## config.mk

```make
export PLATFORM = sky130hd
export DESIGN_NAME = addmul_arbiter
export DESIGN_NICKNAME = d
export VERILOG_FILES = /design/src/rtl/addmul_pkg.sv /design/src/rtl/addmul_tag_pipe.sv /design/src/rtl/addmul_arbiter.sv
export SDC_FILE = /design/constraint.sdc
export NUM_CORES = 1
export LEC_CHECK = 0
export CORE_MARGIN = 3
export CORE_UTILIZATION = 28
export CTS_CLUSTER_DIAMETER = 60
export DETAILED_ROUTE_END_ITERATION = 16
export PLACE_DENSITY = 0.94
export SLEW_MARGIN = 20
export SYNTH_ARGS = -nofsm -noshare
export SYNTH_HDL_FRONTEND = slang
export SYNTH_HIERARCHICAL = 1
export SYNTH_SLANG_ARGS = --single-unit
```

## constraint.sdc

```tcl
create_clock -name clk -period 3.6 [get_ports clk]
set_input_delay 0.72 -clock clk [delete_from_list [all_inputs] [get_ports clk]]
set_output_delay 0.72 -clock clk [all_outputs]
set_load 0.01 [all_outputs]
```

## src/rtl/addmul_pkg.sv

```systemverilog
// addmul_pkg: shared types and default widths for the (A+B)*C arbiter slice.
package addmul_pkg;

  localparam int DATA_W = 10;
  localparam int RES_W  = 21;

  typedef logic [0:0] req_id_t;

  typedef struct packed {
    logic    valid;
    req_id_t id;
  } tag_t;

  typedef enum logic {
    PRIO0 = 1'b0,
    PRIO1 = 1'b1
  } prio_t;

  // After a transfer from one requester, the other one gets priority.
  function automatic prio_t prio_after(req_id_t id);
    return (id == 1'b0) ? PRIO1 : PRIO0;
  endfunction

endpackage

```

## src/rtl/addmul_tag_pipe.sv

```systemverilog
// addmul_tag_pipe: PIPE_LAT-deep shift register of {valid, id} tags that
// tracks which requester owns each operation inside the datapath.
module addmul_tag_pipe
  import addmul_pkg::*;
#(
  parameter int PIPE_LAT = 4
) (
  input  logic clk,
  input  logic rst,
  input  logic en,
  input  tag_t tag_in,
  output tag_t head
);

  tag_t stages [PIPE_LAT];

  // Shift tags in lockstep with the datapath enable; reset drops every tag.
  always_ff @(posedge clk or posedge rst) begin
    if (rst) begin
      for (int i = 0; i < PIPE_LAT; i++) begin
        stages[i] <= '0;
      end
    end else if (en) begin
      stages[0] <= tag_in;
      for (int i = 1; i < PIPE_LAT; i++) begin
        stages[i] <= stages[i-1];
      end
    end
  end

  assign head = stages[PIPE_LAT-1];

endmodule

```

## src/rtl/addmul_arbiter.sv

```systemverilog
// addmul_arbiter: round-robin arbiter/sequencer sharing one pipelined
// (A+B)*C datapath between two requesters. Owns the datapath clock enable
// and steers each product back to the requester that issued it.
// Optional build macro ADDMUL_ARB_STATS_EN adds saturating issue/stall
// counters (stat_issue0, stat_issue1, stat_stall).
module addmul_arbiter #(
  parameter int DATA_W   = addmul_pkg::DATA_W,
  parameter int RES_W    = addmul_pkg::RES_W,
  parameter int PIPE_LAT = 4
) (
  input  logic              clk,
  input  logic              rst,
  input  logic              req0_valid,
  output logic              req0_ready,
  input  logic [DATA_W-1:0] req0_a,
  input  logic [DATA_W-1:0] req0_b,
  input  logic [DATA_W-1:0] req0_c,
  input  logic              req1_valid,
  output logic              req1_ready,
  input  logic [DATA_W-1:0] req1_a,
  input  logic [DATA_W-1:0] req1_b,
  input  logic [DATA_W-1:0] req1_c,
  output logic              dp_ce,
  output logic [DATA_W-1:0] dp_a,
  output logic [DATA_W-1:0] dp_b,
  output logic [DATA_W-1:0] dp_c,
  input  logic [RES_W-1:0]  dp_y,
  output logic              res0_valid,
  input  logic              res0_ready,
  output logic [RES_W-1:0]  res0_y,
  output logic              res1_valid,
  input  logic              res1_ready,
  output logic [RES_W-1:0]  res1_y
`ifdef ADDMUL_ARB_STATS_EN
  ,
  output logic [15:0]       stat_issue0,
  output logic [15:0]       stat_issue1,
  output logic [15:0]       stat_stall
`endif
);

  import addmul_pkg::*;

  tag_t    head;
  tag_t    stage0_in;
  prio_t   prio;
  logic    grant_valid;
  req_id_t grant_id;
  logic    accepted;
  logic    stall;

  // Head-of-line stall: a finished result whose owner is not ready freezes everything.
  always_comb begin
    stall = head.valid && ((head.id == 1'b1) ? !res1_ready : !res0_ready);
  end

  assign dp_ce = !stall;

  // Round-robin grant; the priority state only matters when both are asking.
  always_comb begin
    grant_valid = req0_valid || req1_valid;
    grant_id    = 1'b0;
    if (req0_valid && req1_valid) begin
      grant_id = (prio == PRIO1);
    end else if (req1_valid) begin
      grant_id = 1'b1;
    end
  end

  // Handshake and operand steering; no grant leaves requester 0 on the bus.
  always_comb begin
    accepted   = dp_ce && grant_valid && !rst;
    req0_ready = accepted && (grant_id == 1'b0);
    req1_ready = accepted && (grant_id == 1'b1);
    dp_a       = req0_a;
    dp_b       = req0_b;
    dp_c       = req0_c;
    if (grant_valid && (grant_id == 1'b1)) begin
      dp_a = req1_a;
      dp_b = req1_b;
      dp_c = req1_c;
    end
    stage0_in.valid = accepted;
    stage0_in.id    = grant_id;
  end

  // Priority state: flips to the other requester on every accepted transfer.
  always_ff @(posedge clk or posedge rst) begin
    if (rst) begin
      prio <= PRIO0;
    end else if (accepted) begin
      prio <= prio_after(grant_id);
    end
  end

  addmul_tag_pipe #(
    .PIPE_LAT (PIPE_LAT)
  ) u_tag_pipe (
    .clk    (clk),
    .rst    (rst),
    .en     (dp_ce),
    .tag_in (stage0_in),
    .head   (head)
  );

  // Result routing: both ports see dp_y, only the owner gets valid.
  always_comb begin
    res0_valid = head.valid && (head.id == 1'b0);
    res1_valid = head.valid && (head.id == 1'b1);
    res0_y     = dp_y;
    res1_y     = dp_y;
  end

`ifdef ADDMUL_ARB_STATS_EN
  // Saturating activity counters for issue per requester and stall cycles.
  always_ff @(posedge clk or posedge rst) begin
    if (rst) begin
      stat_issue0 <= '0;
      stat_issue1 <= '0;
      stat_stall  <= '0;
    end else begin
      if (req0_ready && req0_valid && (stat_issue0 != 16'hFFFF)) begin
        stat_issue0 <= stat_issue0 + 16'd1;
      end
      if (req1_ready && req1_valid && (stat_issue1 != 16'hFFFF)) begin
        stat_issue1 <= stat_issue1 + 16'd1;
      end
      if (!dp_ce && (stat_stall != 16'hFFFF)) begin
        stat_stall <= stat_stall + 16'd1;
      end
    end
  end
`endif

endmodule

```

* Word-level counts from Yosys, hierarchy flattened
Cells that the tools add are included.
Widths: inputs -> output; s select.
** Operators by class
- Add/subtract/negate cells :: 0
- Multipliers :: 0
- Divide/modulo/power cells :: 0
- $lt $le $gt $ge :: 0
- Eq/ne operators :: 0
- Shift operators :: 0
- Multiplexer cells :: 7
- Bitwise gates (word level) :: 2
- Reductions and logical operators :: 14
** Operator list (count)
- $mux 10 :: 3
- $logic_and 1x1->1 :: 9
- $logic_not 1->1 :: 4
- $mux 1 :: 4
- $not 1->1 :: 2
- $logic_or 1x1->1 :: 1
** Word-level totals
- Bits in registers :: 9
- Bits in latches :: 0
- Memory bits (writable) :: 0
- Bits in read-only memories :: 0
- Memories kept :: 0

* Longest topological paths before layout
- Depth in word-level cells :: 7
- Gate-level depth with buffers :: 5
- Gate-level depth less buffers :: 4

* By module
The synthesis kept the hierarchy.
** Modules (own cells, without submodules)
- addmul_arbiter :: instances 1, cells each 93, area each 915.9 um^2, seq. area each 25.0 um^2
- addmul_tag_pipe :: instances 1, cells each 20, area each 350.3 um^2, seq. area each 200.2 um^2

* Worst setup path before layout
OpenSTA, ideal clock, no wires.
- Path kind :: input-to-output
- Start :: input port req0_valid
- End :: output port dp_a[0]
- Data arrival time :: 1.392 ns
- Required time :: 2.880 ns
- Setup slack :: 1.488 ns
- Cell stages on the path :: 4
- Buffers on the path :: 1
- Path through :: nand2b_1 nand2_2 buf_6 mux2_4
** Between the ends
- Longest elaborated chain between the ends :: 4
** Ends and longest elaborated chain
- start, declared :: line addmul_arbiter.sv:13 : input logic req0_valid,
- $logic_and 1x1->1 :: line addmul_arbiter.sv:63 : if (req0_valid && req1_valid) begin
- $mux 1 :: line addmul_arbiter.sv:63
- $logic_and 1x1->1 * :: line addmul_arbiter.sv:78 : if (grant_valid && (grant_id == 1'b1)) begin
- $mux 10 * :: line addmul_arbiter.sv:78
- end, declared :: line addmul_arbiter.sv:24 : output logic [DATA_W-1:0] dp_a,
Mark *: on every way between the ends. The rest lies on a longest branch, timed or not.

* Final worst setup path
- Start :: input port req0_valid
- End :: output port dp_a[9]
The elaborated chain is that of the path after synthesis.

==> flow_summary.json <==
{
  "run_status": "finished clean",
  "critical_path.cell_chain": "clkdlybuf4s50_1 -> nand2b_1 -> nand2_2 -> buf_4 -> mux2_2 -> clkdlybuf4s50_1",
  "layout.nets": 260,
  "avgViaCountPerCell": 4.35,
  "antenna_cells": 0,
  "postCtsResizedCells": 0,
  "grt_start_max_net_pins": 17,
  "initial_utilization": 0.303,
  "grt_overflow_total": 0,
  "final_area_sq_um": 2020,
  "wire_per_inst_um": 13.8,
  "instance_area_after_placement_sq_um": 1980,
  "area_delta_synth_final_pct": 59.7,
  "grt_usage": 0.107,
  "timing_worst_slew_pin_value_ns": 0.289,
  "timing.critical_path.from_type": "input port",
  "hpwl_mm": 2.70,
  "io_pins": 164,
  "fin_hold_ws_ns": 0.513,
  "dr.first_iter.drc_count": 38,
  "cpMaxStageDelayCell": "sky130_fd_sc_hd__clkdlybuf4s50_1",
  "die-height_um": 73.2,
  "max-vdd-ir-drop_v": 0.000177,
  "path_class": "in2out",
  "path_buf_inv": 3,
  "num_rows": 23,
  "layout_min_cycle_time_ns": 3.21,
  "antenna_found_initial": 0,
  "detail_route.first_pass.iterations": 3,
  "reg2reg_slack_ns": 2.18,
  "report.final.hold_viol_count": 0,
  "cts.root.buffer_cell": "sky130_fd_sc_hd__clkbuf_8",
  "synth_fp_nets": 200,
  "n_fill_cell": 378,
  "layout-drive-gt1-share": 0.267,
  "cts_made_buffers": 3,
  "count_of_yosys_warnings_during_synthesis": 6,
  "met3_usage": 0.0413,
  "setup_slack_ns": 0.387,
  "syn_area_sq_um": 1270,
  "cp.required_ns": 2.88,
  "setup.worst_path.end_class": "primary output",
  "placement.io_buffers": 100,
  "finalNonFillerCells": 222,
  "grtUsageMet1": 0.101,
  "die-area_sq_um": 5360,
  "grt_pass1_vias": 1051,
  "p_leak_nw": 0.915,
  "cp_top_family": "buffers and inverters",
  "multi_input_comb_area_sq_um": 654,
  "global_route.usage.met2": 0.210,
  "route.vias.total": 965,
  "cts.reportedPaths.clkPinSlew_ns": 0.05,
  "synth_cell_types": 17,
  "netlist_instances": 113,
  "setup-violations-final": 0,
  "clock_latency_ns": 0.23,
  "synth-seq-cells": 9,
  "power.density_nw_per_um2": 394,
  "critical_path_peak_fanout": 16,
  "slew-limit-headroom": 0.802,
  "ctsLongestPathBuffers": 2,
  "globalplace.congestion": 0.679,
  "max_cap_violations": 0,
  "detail-route-antenna-nets": 0,
  "cts_num_sinks": 9,
  "drc_violation_count_after_routing": 0,
  "critPathArrivalTime_ns": 2.49,
  "post_cts_buffers": 0,
  "placedCellCount": 218,
  "hold_buffers": 0,
  "synth.yosys.seq_area_share": 0.178,
  "finalWirelength_mm": 3.07,
  "critical-path-max-stage-delay_ns": 0.50,
  "fin_skew_ns": 0.00189,
  "layout_common_cells": "100 x sky130_fd_sc_hd__clkdlybuf4s50_1, 36 x sky130_fd_sc_hd__mux2_4, 9 x sky130_fd_sc_hd__dfrtp_1",
  "layout.area.seq_sq_um": 225,
  "type_of_the_most_critical_hold_path": "reg2reg",
  "syn_area_per_cell_sq_um": 11.2,
  "coreArea_sq_um": 4170,
  "post-route-period-util": 0.893,
  "rsz0062_at_grt": "no",
  "most_common_library_cell_in_the_layout_ignoring_fill_and_taps": "sky130_fd_sc_hd__clkdlybuf4s50_1",
  "h-tree-depth": 1,
  "tritoncts": "done",
  "cp_common_cell": "sky130_fd_sc_hd__clkdlybuf4s50_1",
  "place_ws_ns": 0.367,
  "most_used_routing_layer_in_global_routing": "met2",
  "die_w_um": 73.2,
  "drv_slew": 0,
  "global_route_wire_length_before_repair_mm": 4.60,
  "max_freq_ghz": 0.311,
  "setup_total_negative_slack_ns": 0
}
-- registers in the layout, indices dropped and copies added (netlist names) --
register and count:
u_tag_pipe/stages 6, u_tag_pipe/head 2, prio 1
-- per-layer routing --
layer  wire [um]  part of all wire  vias up
met3         389              0.13        6
met2        1740              0.56       71
met4          26            0.0085        0
met5           0                 0        -
li1            -                 -      450
met1         921              0.30      438
-- area by class of cell --
type / count / share of cell area
Sequential cell: 9 / 0.111
Clock buffer: 4 / 0.0223
Tap cell: 50 / 0.0309
Inverter: 3 / 0.00557
Timing Repair Buffer: 103 / 0.506
Multi-Input combinational cell: 53 / 0.324
-- cells by family (layout without fill, tap and decap cells) --
group / Yosys count / in the layout / share of synthesized area
buffers and inverters: 51 / 110 / 0.305
AO/OA/AOI/OAI: 3 / 3 / 0.0168
flip-flops: 9 / 9 / 0.178
multiplexers: 39 / 39 / 0.453
AND/OR/NAND/NOR: 11 / 11 / 0.0474
-- stage by stage --
stage               total power [mW]   util
global route                   0.847  0.485
finish                         0.797  0.485
detailed placement             0.689  0.474
global placement               0.676  0.474
CTS                            0.809  0.485
floorplan                      0.533      -
-- final timing paths --
kind                                      start  cells after the start                    to
min                        u_tag_pipe/stages[4]                      1  u_tag_pipe/stages[4]
max                                  req0_valid                      6               dp_a[9]
max in group asynchronous                   rst                      2  u_tag_pipe/stages[3]
min in group asynchronous                   rst                      2                  prio
max reg2reg                  u_tag_pipe/head[0]                      4  u_tag_pipe/stages[7]
min reg2reg                u_tag_pipe/stages[4]                      1  u_tag_pipe/stages[4]
-- report_power, final --
group	leakage (nW)	total [mW]	internal, mW	switching [mW]
clock	0.0228	0.117	0.0771	0.0394
combinational	0.782	0.497	0.342	0.155
sequential	0.110	0.183	0.148	0.0347
total	0.915	0.797	0.568	0.229
-- Yosys cell counts, drive strengths merged --
cell    count  share of area
nor2        3         0.0089
buf        48           0.30
a21oi       1         0.0039
nand2b      2         0.0099
inv         3         0.0089
nand2       3          0.011
a21o        1         0.0059
and2        1         0.0049
nor3        1         0.0079
dfrtp       9           0.18
o22a        1         0.0069
nor2b       1         0.0049
mux2i       1         0.0079
mux2       38           0.44
No activity file was read; power rests on OpenSTA's default activity.
